### config.mk
export PLATFORM = sky130hd
export DESIGN_NAME = temp_sample_scheduler
export DESIGN_NICKNAME = d
export VERILOG_FILES = /design/src/rtl/temp_sample_scheduler.sv
export SDC_FILE = /design/constraint.sdc
export NUM_CORES = 1
export LEC_CHECK = 0
export ABC_AREA = 1
export CAP_MARGIN = 30
export CELL_PAD_IN_SITES_DETAIL_PLACEMENT = 1
export CELL_PAD_IN_SITES_GLOBAL_PLACEMENT = 1
export CORE_ASPECT_RATIO = 1.2
export CORE_MARGIN = 5
export CORE_UTILIZATION = 45
export DETAILED_ROUTE_END_ITERATION = 16
export DONT_BUFFER_PORTS = 1
export HOLD_SLACK_MARGIN = 0.02
export PLACE_DENSITY_LB_ADDON = 0.1
export SKIP_LAST_GASP = 1
export SYNTH_ARGS = -nofsm -noshare
export SYNTH_HDL_FRONTEND = slang
export SYNTH_SLANG_ARGS = --single-unit
### constraint.sdc
create_clock -name clk -period 2.1 [get_ports clk]
set_input_delay 0.21 -clock clk [delete_from_list [all_inputs] [get_ports clk]]
set_output_delay 0.21 -clock clk [all_outputs]
set_load 0.005 [all_outputs]
### src/rtl/temp_sample_scheduler.sv
// Periodic I2C temperature read sequencer: requests a sample every SAMPLE_CYC clocks,
// averages 2**AVG_LOG2 good samples, publishes Celsius, alternates display unit, tracks failures.
module temp_sample_scheduler #(
    parameter int CLK_HZ      = 25_000_000,
    parameter int SAMPLE_MS   = 250,
    parameter int AVG_LOG2    = 2,
    parameter int TIMEOUT_CYC = 50_000,
    parameter int UNIT_HOLD   = 4,
    parameter int STALE_LIMIT = 3
) (
    input  logic       clk,
    input  logic       rst,
    output logic       rd_req,
    input  logic       rd_ack,
    input  logic       rd_err,
    input  logic [7:0] rd_data,
    output logic [7:0] temp_c,
    output logic       temp_valid,
    output logic       upd_pulse,
    output logic       unit_f,
    output logic       stale,
    output logic [7:0] err_cnt,
    output logic [2:0] dbg_state
);

    localparam int SAMPLE_CYC = CLK_HZ / 1000 * SAMPLE_MS;
    localparam int NSAMP      = 2 ** AVG_LOG2;
    localparam int TICK_W     = $clog2(SAMPLE_CYC + 1);
    localparam int TO_W       = $clog2(TIMEOUT_CYC + 1);
    localparam int ACC_W      = 8 + AVG_LOG2;
    localparam int CNT_W      = AVG_LOG2 + 1;
    localparam int RUN_W      = $clog2(STALE_LIMIT + 1);
    localparam int PUB_W      = $clog2(UNIT_HOLD + 1);

    typedef enum logic [2:0] {
        IDLE    = 3'd0,
        REQ     = 3'd1,
        WAIT    = 3'd2,
        ACC     = 3'd3,
        PUBLISH = 3'd4
    } state_t;

    state_t             state_q;
    logic [TICK_W-1:0]  tick_cnt_q;
    logic [TO_W-1:0]    to_cnt_q;
    logic [ACC_W-1:0]   acc_q;
    logic [CNT_W-1:0]   smp_cnt_q;
    logic [RUN_W-1:0]   fail_run_q;
    logic [PUB_W-1:0]   pub_cnt_q;
    logic [7:0]         data_q;
    logic [7:0]         temp_c_q;
    logic [7:0]         err_cnt_q;
    logic               pending_q;
    logic               rd_req_q;
    logic               temp_valid_q;
    logic               upd_pulse_q;
    logic               unit_f_q;
    logic               stale_q;
    logic               tick;
    logic               fail;

    assign tick = (tick_cnt_q == TICK_W'(SAMPLE_CYC - 1));

    // A simultaneous ack and err is a failed transfer; the error wins.
    assign fail = rd_err || (!rd_ack && (to_cnt_q == TO_W'(TIMEOUT_CYC - 1)));

    always_ff @(posedge clk or negedge rst) begin
        if (!rst) begin
            tick_cnt_q <= '0;
        end else if (tick) begin
            tick_cnt_q <= '0;
        end else begin
            tick_cnt_q <= tick_cnt_q + 1'b1;
        end
    end

    always_ff @(posedge clk or negedge rst) begin
        if (!rst) begin
            state_q      <= IDLE;
            to_cnt_q     <= '0;
            acc_q        <= '0;
            smp_cnt_q    <= '0;
            fail_run_q   <= '0;
            pub_cnt_q    <= '0;
            data_q       <= '0;
            temp_c_q     <= '0;
            err_cnt_q    <= '0;
            pending_q    <= 1'b0;
            rd_req_q     <= 1'b0;
            temp_valid_q <= 1'b0;
            upd_pulse_q  <= 1'b0;
            unit_f_q     <= 1'b0;
            stale_q      <= 1'b0;
        end else begin
            upd_pulse_q <= 1'b0;
            // Overrun: remember one tick that arrives while a read is in flight.
            if (tick && state_q != IDLE) pending_q <= 1'b1;
            case (state_q)
                IDLE: begin
                    if (tick || pending_q) begin
                        pending_q <= 1'b0;
                        state_q   <= REQ;
                    end
                end
                REQ: begin
                    rd_req_q <= 1'b1;
                    to_cnt_q <= '0;
                    state_q  <= WAIT;
                end
                WAIT: begin
                    if (fail) begin
                        rd_req_q <= 1'b0;
                        if (err_cnt_q != 8'hFF) err_cnt_q <= err_cnt_q + 8'd1;
                        if (fail_run_q != RUN_W'(STALE_LIMIT)) fail_run_q <= fail_run_q + 1'b1;
                        if (fail_run_q >= RUN_W'(STALE_LIMIT - 1)) stale_q <= 1'b1;
                        state_q <= IDLE;
                    end else if (rd_ack) begin
                        rd_req_q <= 1'b0;
                        data_q   <= rd_data;
                        state_q  <= ACC;
                    end else begin
                        to_cnt_q <= to_cnt_q + 1'b1;
                    end
                end
                ACC: begin
                    acc_q      <= acc_q + ACC_W'(data_q);
                    smp_cnt_q  <= smp_cnt_q + 1'b1;
                    fail_run_q <= '0;
                    state_q    <= (smp_cnt_q == CNT_W'(NSAMP - 1)) ? PUBLISH : IDLE;
                end
                PUBLISH: begin
                    temp_c_q     <= 8'(acc_q >> AVG_LOG2);
                    upd_pulse_q  <= 1'b1;
                    temp_valid_q <= 1'b1;
                    stale_q      <= 1'b0;
                    acc_q        <= '0;
                    smp_cnt_q    <= '0;
                    if (pub_cnt_q == PUB_W'(UNIT_HOLD - 1)) begin
                        pub_cnt_q <= '0;
                        unit_f_q  <= ~unit_f_q;
                    end else begin
                        pub_cnt_q <= pub_cnt_q + 1'b1;
                    end
                    state_q <= IDLE;
                end
                default: state_q <= IDLE;
            endcase
        end
    end

    assign rd_req     = rd_req_q;
    assign temp_c     = temp_c_q;
    assign temp_valid = temp_valid_q;
    assign upd_pulse  = upd_pulse_q;
    assign unit_f     = unit_f_q;
    assign stale      = stale_q;
    assign err_cnt    = err_cnt_q;
    assign dbg_state  = state_q;

endmodule

==> results.ini, run 1 <==
[outcome]
outcome=complete, but fails checks
violations=hold timing

[floorplan]
core_area_um2=11100
num_rows=42
start_util_pct=46.3
ios=36
die_x_um=107
fp.dieH_um=127
die_area_um2=13600

[logic_synthesis]
ys_ff_latch=90
synthAdderAreaFrac_pct=4.29
ys_warn_count=0
synth_area_um2=5130
synth_xor_area_share_pct=4.27
synth-compound-area-share_pct=4.32
synth-simple-area-share_pct=34.1
yosysTopAreaCellShare_pct=43.9
avgSynthCellArea_um2=7.66
syn_nets=699
synth_top_family_by_area=simple AND/OR/NAND/NOR gates
synthMuxAreaShare_pct=1.76
yosys.area.top_type=dfrtp_1
synth_cell_types=37
seq_area_frac_synth_pct=43.9
postSynthCellCount=670
synth.top_cells.by_area=dfrtp_1, nand2_1, inv_1

[timing]
post-route-period-util_pct=86.3
grt_setup_unrepaired=no
setup_ws_ps=288
tightest_slew_ps=449
hold_viol_final=90
setup-tns-final_ps=0
holdWs_ps=-449
slew_viol_final=0
max_freq_mhz=552
period_needed_ps=1810
setup_viol=0
max-slew-margin-rel_pct=69.8
skew_ps=8.68

[place]
place_congestion=0.922
pre_cts_slack_ps=308
portBuffers=0
post-dp-hpwl_mm=9.66
place_inst=820

[clock_network]
clk_latency_ps=350
cts.clk_slew.worst_paths_ps=70
cts.sinks=90
numCtsBuffers=9
cts_tree=yes
htreeDepth=3
cts-resized-gates=0
hold_buffers=8
root_buffer=clkbuf_16
cts_max_path_buffers=2

[worst_setup_path]
critPathArrivalTime_ps=2050
worstSetupPathType=flip-flop to flip-flop
cp-end-kind=flip-flop
max_stage_delay_ps=410
worst_path_most_repeated_cell=nand2_1
cp_cell_sequence=ha_1 -> fa_1 -> nand3_1 -> nand3_1 -> nand4_1 -> nand2_1 -> nand2_1 -> nand2_1 -> nand2_1 -> inv_1
cp-start-kind=flip-flop
crit_path_top_delay_cell=fa_1
worstPathRequired_ps=2340
path_max_fanout=4

[pwr]
p_per_area_nw_per_um2=1010
ir_drop_mv=0.571
finalPower_mw=5.73
p_leak_nw=2.89

[cells_and_area]
antenna_cells=0
finalNetCount=714
instances_no_fill=844
final_cell_mix=nand2_1, dfrtp_1, inv_1, nor2_1, nand3_1
final_common_cell=nand2_1
areaGrowthSynthToFinish_pct=11.0
drive_gt1_share_pct=7.83

[global_route]
grt_max_degree=91
track_usage_pct=20.7
grt_pass1_vias=4750
grt_pass1_wl_mm=22.8
grt_overflow=0
antenna_found_initial=0

[drt]
viasPerCell=5.25
drt_iter0_drc=167
routed_wl_mm=13.1
route.detailed.drc=0
route.antenna.remaining_nets=0
post_drt_wl_per_cell_um=15.5
route.vias.total=4435
dr.pass1.iters=4

[worst_hold_path]
worstHoldPathType=input port to asynchronous set/reset pin

[job]
maxCapViolations=0

## power breakdown
part / leakage (nW) / total (mW) / switching, mW / internal, mW
clock: 0.148 / 1.66 / 0.726 / 0.939
combinational: 1.55 / 1.62 / 0.980 / 0.637
sequential: 1.19 / 2.45 / 0.354 / 2.10
total: 2.89 / 5.73 / 2.06 / 3.67
## worst paths after layout
kind	end	cells past startpoint	slack [ps]	startpoint
setup / recovery	acc_q[8]	10	290	acc_q[0]
max in group asynchronous	pending_q	0	2400	rst
setup reg to reg	acc_q[8]	10	290	acc_q[0]
hold reg to reg	tick_cnt_q[21]	2	480	tick_cnt_q[21]
min in group clk	rd_req	3	230	rd_ack
hold / removal	to_cnt_q[9]	0	-450	rst
## flip-flops by register name, summed over array words and instances, names as in the netlist, 3 cells and up
signal	flops
tick_cnt_q	23
to_cnt_q	16
acc_q	10
data_q	8
err_cnt	8
temp_c	8
dbg_state	3
pub_cnt_q	3
smp_cnt_q	3
## timing repair
item | CTS | global route
setup buffers | 0 | 0
hold endpoints to repair | 98 | 90
setup endpoints to repair | 0 | 0
## per-stage QoR
| step | hold WS (ps) | util [%] | instance area [um^2] |
|---|---|---|---|
| detailed placement | -83.2 | 47.9 | 5310 |
| global placement | -82.9 | 47.9 | 5310 |
| finish | -449 | 51.4 | 5700 |
| global route | -459 | 51.4 | 5700 |
| floorplan | -85.6 | - | 5130 |
| CTS | -457 | 51.4 | 5700 |
## layout make-up
cell class / instances / area [um^2]
fillers: 1414 / 5390
multi-input cells: 485 / 2500
flip-flops and latches: 90 / 2250
inverters: 85 / 322
clock buffers: 10 / 229
well taps: 154 / 193
repair buffers: 14 / 125
clock inverters: 6 / 73.8
## routing by layer
layer  up-vias  part of all wire, %  GRT usage [%]
li1       2171                    -              -
met1      2181                   42           24.4
met2        54                   53           37.8
met3        29                  2.5           3.03
met4         0                  2.3           7.28
met5         -                    0              0
## cells by family (layout without fill, tap and decap cells)
group / Yosys count / after routing
multiplexers: 8 / 8
XOR/XNOR: 25 / 25
buffers and inverters: 95 / 115
flip-flops: 90 / 90
AO/OA/AOI/OAI: 39 / 39
adder cells (fa/ha/maj): 17 / 17
AND/OR/NAND/NOR: 396 / 396
## Yosys cell counts
cell	instances
o21ai_0	17
nand2_2	2
nor2_2	2
ha_1	16
nor2_4	1
nand2_1	212
a21boi_0	2
clkbuf_1	4
inv_1	77
buf_4	2
nor2_1	71
xor2_1	17
a22o_1	3
nand4_4	1
o21ai_1	2
mux2_2	8
xnor2_1	8
buf_2	3
nand3b_1	3
o22ai_1	2
or2_2	2
nand3_2	5
nand4_1	23
nor4_1	1
o21bai_1	2
buf_6	1
o21a_1	1
nor3_2	3
nor3_1	11
nand3_1	56
nand3_4	1
inv_4	1
inv_2	7
fa_1	1
and3_1	2
a21oi_1	10
dfrtp_1	90
## worst max-delay path: cells and delay by family, from the launching register on
family        cells  cell delay, ps
buf+inv           1              40
simple gates      7             620
fa+ha+maj         2             660
flops             1             380
Note: power is estimated with default switching activity, not from simulation.
==> run 2, diff against run 1 <==
--- a/config.mk
+++ b/config.mk
@@ -11,7 +11,7 @@
 export CELL_PAD_IN_SITES_GLOBAL_PLACEMENT = 1
 export CORE_ASPECT_RATIO = 1.2
 export CORE_MARGIN = 5
-export CORE_UTILIZATION = 45
+export CORE_UTILIZATION = 47
 export DETAILED_ROUTE_END_ITERATION = 16
 export DONT_BUFFER_PORTS = 1
 export HOLD_SLACK_MARGIN = 0.02
==> results.ini, run 2 (synthesis gave the netlist of run 1 again) <==
[outcome]
outcome=complete, but fails checks
violations=hold timing

[cells_and_area]
top_register=tick_cnt_q
largest_reg_flops=23
final_cell_mix=nand2_1, dfrtp_1, inv_1, nor2_1, nand3_1
fillers=1308
reg_top3=tick_cnt_q x23, to_cnt_q x16, acc_q x10
final_common_cell=nand2_1
antenna_cells=0
areaGrowthSynthToFinish_pct=9.92
drive_gt1_share_pct=7.98
finalNetCount=713
design_area_um2=5640

[drt]
post_drt_wl_per_cell_um=16.3
drt_iter0_drc=152
viasPerCell=5.33
route.vias.total=4359
route.detailed.drc=0
routed_wl_mm=13.3
dr.pass1.iters=4
route.antenna.remaining_nets=0

[global_route]
grt_overflow=0
grt_pass1_wl_mm=23.3
antenna_found_initial=0
grt_max_degree=91
grt_pass1_vias=4937
track_usage_pct=21.5

[worst_setup_path]
reg2reg_to=acc_q[8]
worstSetupPathType=flip-flop to flip-flop
worst_path_most_repeated_cell=nand2_1
crit_path_top_delay_cell=fa_1
critPathArrivalTime_ps=2160
cp_cell_sequence=ha_1 -> fa_1 -> nand3_1 -> nand3_1 -> nand4_1 -> nand2_1 -> nand2_1 -> nand2_1 -> nand2_1 -> inv_1
path_delay_family=simple AND/OR/NAND/NOR gates
cp_num_buf_inv=1
rrSetupSlack_ps=190
cp-start-kind=flip-flop
reg2reg_depth=10
max_stage_delay_ps=420
cp-end-kind=flip-flop
path_max_fanout=4
r2r-start=acc_q[0]
worstPathRequired_ps=2340

[clock_network]
cts.sinks=90
root_buffer=clkbuf_16
cts_setup_buffers=0
htreeDepth=3
clk_latency_ps=340
hold_buffers=7
cts-resized-gates=0
cts_max_path_buffers=2
numCtsBuffers=9
cts.clk_slew.worst_paths_ps=70
cts_tree=yes

[pwr]
p_per_area_nw_per_um2=1010
p_leak_nw=2.88
finalPower_mw=5.72
ir_drop_mv=0.692

[timing]
period_needed_ps=1910
post-route-period-util_pct=91.2
max-slew-margin-rel_pct=70.6
slew_viol_final=0
setup-tns-final_ps=0
hold_viol_final=90
grt_setup_unrepaired=no
skew_ps=7.34
tightest_slew_ps=441
holdWs_ps=-444
max_freq_mhz=522
setup_viol=0

[floorplan]
fp.dieH_um=124
die_x_um=105
ios=36
die_area_um2=13100
start_util_pct=48.3
num_rows=41
core_area_um2=10600

[place]
place_area_um2=5280
post-dp-hpwl_mm=9.98
portBuffers=0
place_congestion=0.855

[job]
maxCapViolations=0

[worst_hold_path]
worstHoldPathType=input port to asynchronous set/reset pin

==> run 2: how the worst max path moves through the flow <==
| stage | depth (start not counted) | slack, ps | end | startpoint |
|---|---|---|---|---|
| after global placement | 10 | 340 | acc_q[8] | acc_q[0] |
| after global routing | 10 | 90 | acc_q[8] | acc_q[0] |
| after CTS | 10 | 190 | acc_q[8] | acc_q[0] |
| after floorplan | 10 | 510 | acc_q[8] | acc_q[0] |
| final | 10 | 190 | acc_q[8] | acc_q[0] |
| after detailed placement | 10 | 210 | acc_q[8] | acc_q[0] |
==> run 2: layout make-up <==
class | instances | area [um^2] | share of cell area, %
clock buffer | 10 | 239 | 4.24
clock inverter | 6 | 50.0 | 0.887
inverter | 85 | 322 | 5.70
multi-input combinational | 485 | 2500 | 44.3
sequential | 90 | 2250 | 39.9
tap | 129 | 161 | 2.86
timing repair buffer | 13 | 115 | 2.04
==> run 2: worst register-to-register path, cell delays in order, from the launching register on <==
cell and delay (ps):
dfrtp_1 400, ha_1 260, fa_1 420, nand3_1 110, nand3_1 180, nand4_1 150, nand2_1 90, nand2_1 80
nand2_1 60, nand2_1 50, inv_1 30
==> run 2: metrics by stage <==
step           hold slack (ps)  std cells  util, %  setup slack (ps)
2_1_floorplan            -85.6        670        -               507
3_3_place_gp             -82.7        795     49.7               341
3_5_place_dp             -82.6        795     49.7               210
4_1_cts                   -452        818     53.1               195
5_1_grt                   -455        818     53.1              87.3
6_report                  -444        818     53.1               186
==> run 2: report_power, final <==
part / leakage, nW / switching [mW] / total (mW) / internal (mW)
sequential: 1.19 / 0.353 / 2.45 / 2.10
clock: 0.136 / 0.742 / 1.59 / 0.849
combinational: 1.55 / 1.04 / 1.68 / 0.638
total: 2.88 / 2.13 / 5.72 / 3.58
==> run 2: per-layer routing <==
metal / global-route usage (%) / vias to the layer above / wire, um
met4: 5.33 / 0 / 166
met3: 3.16 / 16 / 266
met1: 25.4 / 2140 / 5530
li1: - / 2167 / -
met5: 0 / - / 0
met2: 40.1 / 36 / 7370
==> run 3, diff against run 2 <==
--- a/config.mk
+++ b/config.mk
@@ -15,8 +15,9 @@
 export DETAILED_ROUTE_END_ITERATION = 16
 export DONT_BUFFER_PORTS = 1
 export HOLD_SLACK_MARGIN = 0.02
-export PLACE_DENSITY_LB_ADDON = 0.1
+export PLACE_DENSITY = 0.83
 export SKIP_LAST_GASP = 1
 export SYNTH_ARGS = -nofsm -noshare
 export SYNTH_HDL_FRONTEND = slang
 export SYNTH_SLANG_ARGS = --single-unit
+export TNS_END_PERCENT = 100
==> results.ini, run 3 (synthesis gave the netlist of run 1 again) <==
[floorplan]
die_x_um=105
ios=36
num_rows=41
die_area_um2=13100
fp.dieH_um=124
core_area_um2=10600
start_util_pct=48.3

[worst_setup_path]
cp-end-kind=flip-flop
path_depth=8
path_delay_family=simple AND/OR/NAND/NOR gates
worstPathRequired_ps=2390
max_stage_delay_ps=420
worstSetupPathType=flip-flop to flip-flop
crit_path_top_delay_cell=dfrtp_1
reg2reg_depth=8
reg2reg_to=to_cnt_q[7]
cp-start-kind=flip-flop
endpoint=to_cnt_q[7]
cp_cell_sequence=ha_1 -> nand3_1 -> nor2_1 -> nand2_1 -> nand4_4 -> inv_4 -> nand2_1 -> nand2_1
r2r-start=to_cnt_q[0]
cp_num_buf_inv=1
worst_path_most_repeated_cell=nand2_1
rrSetupSlack_ps=230
critPathArrivalTime_ps=2160
path_max_fanout=19
critPathLaunch=to_cnt_q[0]

[global_route]
gr-usage-met3_pct=5.03
grt_overflow=0
antenna_found_initial=0
grt_pass1_vias=4754
grt-busiest-layer=met2
track_usage_pct=21.3
grt_pass1_wl_mm=22.8
grtUsageMet1_pct=24.2
grt_max_degree=91
grtUsageMet2_pct=39.7

[timing]
post-route-period-util_pct=89.1
holdWs_ps=-448
max-slew-margin-rel_pct=67.7
hold_viol_final=90
grt_setup_unrepaired=no
setup_viol=0
period_needed_ps=1870
setup-tns-final_ps=0
skew_ps=8.79
slew_viol_final=0
max_freq_mhz=534
tightest_slew_ps=484

[drt]
viasPerCell=5.43
route.vias.total=4434
drt_iter0_drc=135
dr.pass1.iters=4
route.detailed.drc=0
post_drt_wl_per_cell_um=16.6
routed_wl_mm=13.5
route.antenna.remaining_nets=0

[cells_and_area]
instances_no_fill=816
final_cell_mix=nand2_1, dfrtp_1, inv_1, nor2_1, nand3_1
final_common_cell=nand2_1
antenna_cells=0
finalNetCount=711
reg_top3=tick_cnt_q x23, to_cnt_q x16, acc_q x10
top_register=tick_cnt_q
postLayoutCoreUtil_pct=52.8
drive_gt1_share_pct=7.28
largest_reg_flops=23
areaGrowthSynthToFinish_pct=9.34

[clock_network]
cts_tree=yes
htreeDepth=3
root_buffer=clkbuf_16
numCtsBuffers=9
cts-resized-gates=0
clk_latency_ps=350
cts_setup_buffers=0
cts.clk_slew.worst_paths_ps=70
hold_buffers=8
cts.sinks=90
cts_max_path_buffers=2

[place]
post-dp-hpwl_mm=9.81
place_congestion=0.904
place_inst=792
portBuffers=0

[outcome]
outcome=complete, but fails checks
violations=hold timing

[pwr]
p_per_area_nw_per_um2=1010
ir_drop_mv=0.661
p_leak_nw=2.85

[worst_hold_path]
worstHoldPathType=input port to asynchronous set/reset pin

[job]
maxCapViolations=0

-- run 3: routing by layer --
layer / share of wire [%] / vias to the layer above
met5: 0 / -
met4: 1.4 / 0
met3: 3.2 / 18
met2: 54 / 40
met1: 41 / 2211
li1: - / 2165
-- run 3: worst min-delay path by stage --
stage | depth (start not counted) | end
detailed placement | 0 | to_cnt_q[9]
floorplan | 0 | acc_q[0]
global route | 0 | to_cnt_q[9]
global placement | 0 | to_cnt_q[9]
CTS | 0 | to_cnt_q[9]
finish | 0 | to_cnt_q[9]
-- run 3: metrics by stage --
stage	instance area [um^2]	setup WS [ps]	total power, mW	hold WS, ps
4_1_cts	5610	234	5.70	-457
5_1_grt	5610	74.9	6.05	-463
3_3_place_gp	5260	345	3.98	-81.1
2_1_floorplan	5130	507	3.65	-85.6
6_report	5610	228	5.65	-448
3_5_place_dp	5260	276	4.14	-81.7
-- run 3: area by class of cell --
type,count,area (um^2)
Fill cell,1338,5010
Multi-Input combinational cell,485,2500
Sequential cell,90,2250
Inverter,85,322
Clock buffer,11,233
Tap cell,129,161
Timing Repair Buffer,11,103
Clock inverter,5,38.8
-- run 3: power breakdown --
part	internal [mW]	switching, mW
clock network	0.807	0.704
logic	0.636	1.03
registers	2.10	0.374
